File: config.mk
export PLATFORM = sky130hd
export DESIGN_NAME = ifu_fetch
export DESIGN_NICKNAME = d
export VERILOG_FILES = /design/src/rtl/ifu_fetch.sv
export SDC_FILE = /design/constraint.sdc
export NUM_CORES = 1
export LEC_CHECK = 0
export CORE_MARGIN = 2
export CORE_UTILIZATION = 40
export CTS_BUF_LIST = sky130_fd_sc_hd__clkbuf_8 sky130_fd_sc_hd__clkbuf_16
export CTS_CLUSTER_SIZE = 20
export DETAILED_ROUTE_END_ITERATION = 7
export GPL_TIMING_DRIVEN = 0
export MAX_ROUTING_LAYER = met4
export PLACE_DENSITY = 0.82
export SYNTH_ARGS = -nofsm -noshare
export SYNTH_HDL_FRONTEND = slang
export SYNTH_SLANG_ARGS = --single-unit
File: constraint.sdc
create_clock -name clk -period 7.2 [get_ports clk]
set_input_delay 1.08 -clock clk [delete_from_list [all_inputs] [get_ports clk]]
set_output_delay 1.08 -clock clk [all_outputs]
set_load 0.01 [all_outputs]
File: src/rtl/ifu_fetch.sv
// ifu_fetch: multi-cycle instruction fetch unit.
// Owns the architectural PC, issues one instruction-memory read at a time,
// hands the fetched word to decode/execute and waits for the resolved next PC.
//
// Handshake rule for both channels (imem request, instruction to decode):
// a transfer happens on a rising clock edge where valid and ready are both 1.
// Once valid is raised, the payload is held stable and valid stays high until
// that transfer. Valid never depends combinationally on ready.
module ifu_fetch #(
    parameter logic [31:0] RESET_PC = 32'h8000_0000,
    parameter int unsigned TIMEOUT  = 16
) (
    input  logic        clk,
    input  logic        rst,
    output logic        imem_req_valid,
    input  logic        imem_req_ready,
    output logic [31:0] imem_req_addr,
    input  logic        imem_rsp_valid,
    input  logic [31:0] imem_rsp_data,
    output logic        inst_valid,
    input  logic        inst_ready,
    output logic [31:0] inst,
    output logic [31:0] inst_pc,
    input  logic        wb_valid,
    input  logic [31:0] wb_next_pc,
    output logic [31:0] pc,
    output logic        fetch_err,
    output logic [1:0]  err_cause,
    output logic [31:0] fetch_cnt,
    output logic [2:0]  dbg_state
);

    typedef enum logic [2:0] {
        S_BOOT = 3'd0,
        S_REQ  = 3'd1,
        S_WAIT = 3'd2,
        S_HOLD = 3'd3,
        S_EXEC = 3'd4,
        S_ERR  = 3'd5
    } state_e;

    localparam logic [1:0]  CAUSE_MISALIGN = 2'b01;
    localparam logic [1:0]  CAUSE_TIMEOUT  = 2'b10;
    // Last WAIT cycle index that may still receive a response.
    localparam logic [15:0] WAIT_LAST      = 16'(TIMEOUT - 1);

    state_e      state_q, state_d;
    logic [31:0] pc_q, pc_d;
    logic [31:0] inst_q, inst_d;
    logic [31:0] inst_pc_q, inst_pc_d;
    logic [15:0] wait_cnt_q, wait_cnt_d;
    logic [31:0] fetch_cnt_q, fetch_cnt_d;
    logic        err_q, err_d;
    logic [1:0]  cause_q, cause_d;

    // State register and datapath registers; reset forces everything back to boot.
    always_ff @(posedge clk or posedge rst) begin
        if (rst) begin
            state_q     <= S_BOOT;
            pc_q        <= RESET_PC;
            inst_q      <= '0;
            inst_pc_q   <= '0;
            wait_cnt_q  <= '0;
            fetch_cnt_q <= '0;
            err_q       <= 1'b0;
            cause_q     <= 2'b00;
        end else begin
            state_q     <= state_d;
            pc_q        <= pc_d;
            inst_q      <= inst_d;
            inst_pc_q   <= inst_pc_d;
            wait_cnt_q  <= wait_cnt_d;
            fetch_cnt_q <= fetch_cnt_d;
            err_q       <= err_d;
            cause_q     <= cause_d;
        end
    end

    // Next-state logic; inputs not relevant to the current state are ignored.
    always_comb begin
        state_d     = state_q;
        pc_d        = pc_q;
        inst_d      = inst_q;
        inst_pc_d   = inst_pc_q;
        wait_cnt_d  = wait_cnt_q;
        fetch_cnt_d = fetch_cnt_q;
        err_d       = err_q;
        cause_d     = cause_q;
        case (state_q)
            S_BOOT: begin
                state_d = S_REQ;
            end
            S_REQ: begin
                if (imem_req_ready) begin
                    state_d    = S_WAIT;
                    wait_cnt_d = '0;
                end
            end
            S_WAIT: begin
                // A response in the last allowed cycle beats the timeout.
                if (imem_rsp_valid) begin
                    inst_d    = imem_rsp_data;
                    inst_pc_d = pc_q;
                    state_d   = S_HOLD;
                end else if (wait_cnt_q == WAIT_LAST) begin
                    state_d = S_ERR;
                    err_d   = 1'b1;
                    cause_d = CAUSE_TIMEOUT;
                end else begin
                    wait_cnt_d = wait_cnt_q + 16'd1;
                end
            end
            S_HOLD: begin
                if (inst_ready) begin
                    state_d     = S_EXEC;
                    fetch_cnt_d = fetch_cnt_q + 32'd1;
                end
            end
            S_EXEC: begin
                if (wb_valid) begin
                    if (wb_next_pc[1:0] == 2'b00) begin
                        pc_d    = wb_next_pc;
                        state_d = S_REQ;
                    end else begin
                        state_d = S_ERR;
                        err_d   = 1'b1;
                        cause_d = CAUSE_MISALIGN;
                    end
                end
            end
            S_ERR: begin
                state_d = S_ERR;
            end
            default: begin
                state_d = S_BOOT;
            end
        endcase
    end

    // Moore outputs taken straight from registers.
    assign imem_req_valid = (state_q == S_REQ);
    assign inst_valid     = (state_q == S_HOLD);
    assign imem_req_addr  = pc_q;
    assign pc             = pc_q;
    assign inst           = inst_q;
    assign inst_pc        = inst_pc_q;
    assign fetch_err      = err_q;
    assign err_cause      = cause_q;
    assign fetch_cnt      = fetch_cnt_q;
    assign dbg_state      = state_q;

endmodule
==> impl_metrics.ini <==
[outcome]
status = completed

[power_and_ir_drop]
leakagePower_uw = 0.004450
p_int_uw = 2514
p_sw_frac = 0.3026
ir_worst_vdd_uv = 200.9
power_density_nw_per_um2 = 360.9
p_switching_uw = 1091
pwr-share-comb = 0.402
power_frac_clock = 0.238
sequentialPowerShare = 0.361

[placement]
placed_area_um2 = 9424
dp.cells = 972
dpl.hpwl_mm = 12.37
io_buffers = 237
gp_congestion = 0.8641

[logic_synthesis]
synth_nets = 586
yosysSeqAreaShare = 0.5568
synth_edf_count = 0
ys_seq_elements = 150
synthDistinctLibCells = 57
ys_async_sr_fraction = 1.000
yosys_most_used_dff = dfrtp_1
avgSynthCellArea_um2 = 13.12
synthTopCellsByArea = dfrtp_1, mux2_1, mux2_2, buf_4, xnor2_1
yosysMostFrequentCell = dfrtp_1
syn_area_um2 = 6744
yosysTopAreaCellShare = 0.5529
ys_warn_count = 0
synth_common_cells = dfrtp_1, mux2_1, mux2_2
yosys.area.top_type = dfrtp_1
syn_inst = 514

[grt]
antenna_found_initial = 0
first_global_vias = 5178
overflow = 0
grt_pass1_wl_mm = 27.28
grt.total_usage = 0.2001
grt_start_max_net_pins = 81

[clocking]
postCtsHoldBufs = 0
clockBufferDepth = 2
postCtsSetupBuffers = 0
cts_root_buf = clkbuf_16
cts_num_sinks = 150
numCtsBuffers = 17
post_cts_resized = 0
htreeDepth = 4
cts_tree = yes
clk_pin_slew_worst_paths_ns = 0.06
clk_latency_ns = 0.42

[worst_setup_path]
cp-end-kind = primary output
crit_path_start_kind = flip-flop
critPathRequiredTime_ns = 6.12
crit_buf_inv = 2
critPathMaxFanout = 10
cp_top_family = buffers and inverters
cp_slowest_stage_delay_ns = 0.54
path_cells = buf_6 > nor2b_1 > and2_1 > clkdlybuf4s50_1
slowest_stage = clkdlybuf4s50_1
critPathKind = flip-flop to primary output
arrival_ns = 2.00

[timing]
max-slew-margin-rel = 0.5033
period_minus_slack_ns = 3.081
fmax_mhz = 324.6
rsz0062_at_grt = no
setup_viol = 0
slew_violations = 0
clock_skew_ns = 0.01033
period_share = 0.4279
finalHoldViolCount = 0
tightest_slew_ns = 0.7451

[run]
maxCapViolCount = 0

[finish]
antenna_cells = 0
fin_nets = 843
n_fill_cell = 1309
area_delta_synth_final_pct = 48.13
final_util = 0.6045
drive_gt1_frac = 0.1837
design_area_um2 = 9990
fin_cells = 1004

[route]
wire_per_inst_um = 16.95
ant_nets = 0
remaining_drc_errors = 0
vias = 5050
drtIter0Drc = 305
drt-total-wl_mm = 17.02
firstDrtPassIters = 4
vias_per_cell = 5.030

[die]
dieArea_um2 = 17910
io_pins = 238
die_w_um = 133.8
die_h_um = 133.8
core_area_um2 = 16520
num_rows = 47
initial_utilization = 0.4081

[min_path]
hold_class = flip-flop to flip-flop
-- path summary, 6_finish.rpt --
kind	start	end	slack [ns]	cells after the start
worst max-delay path	dbg_state[0]$_DFFE_PP0P_	inst_valid	4.12	4
worst min-delay path	fetch_cnt[31]$_DFFE_PP0P_	fetch_cnt[31]$_DFFE_PP0P_	0.47	1
worst max register to register	wait_cnt_q[12]$_DFFE_PP0P_	err_cause[0]$_DFFE_PP0P_	5.00	4
worst min register to register	fetch_cnt[31]$_DFFE_PP0P_	fetch_cnt[31]$_DFFE_PP0P_	0.47	1
max in group asynchronous	rst	imem_req_addr[31]$_DFFE_PP1P_	5.24	3
min in group asynchronous	rst	inst[28]$_DFFE_PP0P_	1.16	2
-- state kept, by name (all words and copies together) (netlist names) --
name	cells
imem_req_addr	32
wait_cnt_q	16
inst	32
inst_pc	32
err_cause	2
dbg_state	3
fetch_err	1
fetch_cnt	32
-- cells in the final DEF, fill, tap and decap left out, drive strengths merged, types with 3 or more instances in the layout --
cell type	Yosys	layout
and2	5	5
dfrtp	149	149
a21boi	3	3
nor4	13	13
xnor2	26	26
nor3b	4	4
nand3	14	14
nand2	16	16
a211o	4	4
a31oi	3	3
a221o	4	4
or2	3	3
or3	3	3
nor3	5	5
mux2	96	96
clkbuf	1	18
nor2	14	14
clkinv	0	6
clkdlybuf4s50	0	237
nand4	25	25
inv	7	11
buf	52	53
clkinvlp	0	3
a21oi	3	3
xor2	5	5
and4	15	15
a2bb2oi	3	3
o21ai	5	5
and3	9	9
-- routing by layer --
layer	part of all wire	global-route usage	vias to the layer above
met1	0.43	0.2457	2502
met3	0.063	0.05329	22
met4	0.015	0.06442	0
met5	0	-	-
met2	0.49	0.3234	174
li1	-	-	2352
-- kinds of logic after synthesis --
logic type / Yosys count / share of synthesized area
DFF: 150 / 0.5568
and+or+nand+nor: 138 / 0.1351
adders and majority gates: 2 / 0.003710
buffers and inverters: 60 / 0.06178
AOI/OAI and AO/OA: 36 / 0.04063
muxes: 97 / 0.1618
xor gates and xnor gates: 31 / 0.04026
-- power groups by stage --
stage	registers [uW]	clock network [uW]	logic (uW)
finish	1300	857	1450
global route	1340	919	1540
CTS	1300	875	1470
detailed placement	1320	0	1460
global placement	1300	0	1430
floorplan	1390	0	530
-- per-stage QoR --
stage	power (uW)	hold slack (ns)	setup slack, ns	TNS (ns)
2_1_floorplan	1925	0.5076	2.085	0
4_1_cts	3646	0.4760	4.086	0
6_report	3605	0.4709	4.119	0
3_5_place_dp	2775	0.4665	4.236	0
3_3_place_gp	2735	0.4539	-0.04845	-5.738
5_1_grt	3792	0.4867	3.997	0
-- cell type report --
cell class | count | area [um2] | area share
multi-input cells | 304 | 2572 | 0.2575
inverters | 7 | 31.28 | 0.003131
flip-flops and latches | 150 | 3755 | 0.3759
well taps | 220 | 275.3 | 0.02756
repair buffers | 238 | 2400 | 0.2402
plain buffers | 53 | 390.4 | 0.03908
clock inverters | 15 | 140.1 | 0.01403
clock buffers | 17 | 425.4 | 0.04259
No activity file was read; power rests on OpenSTA's default activity.
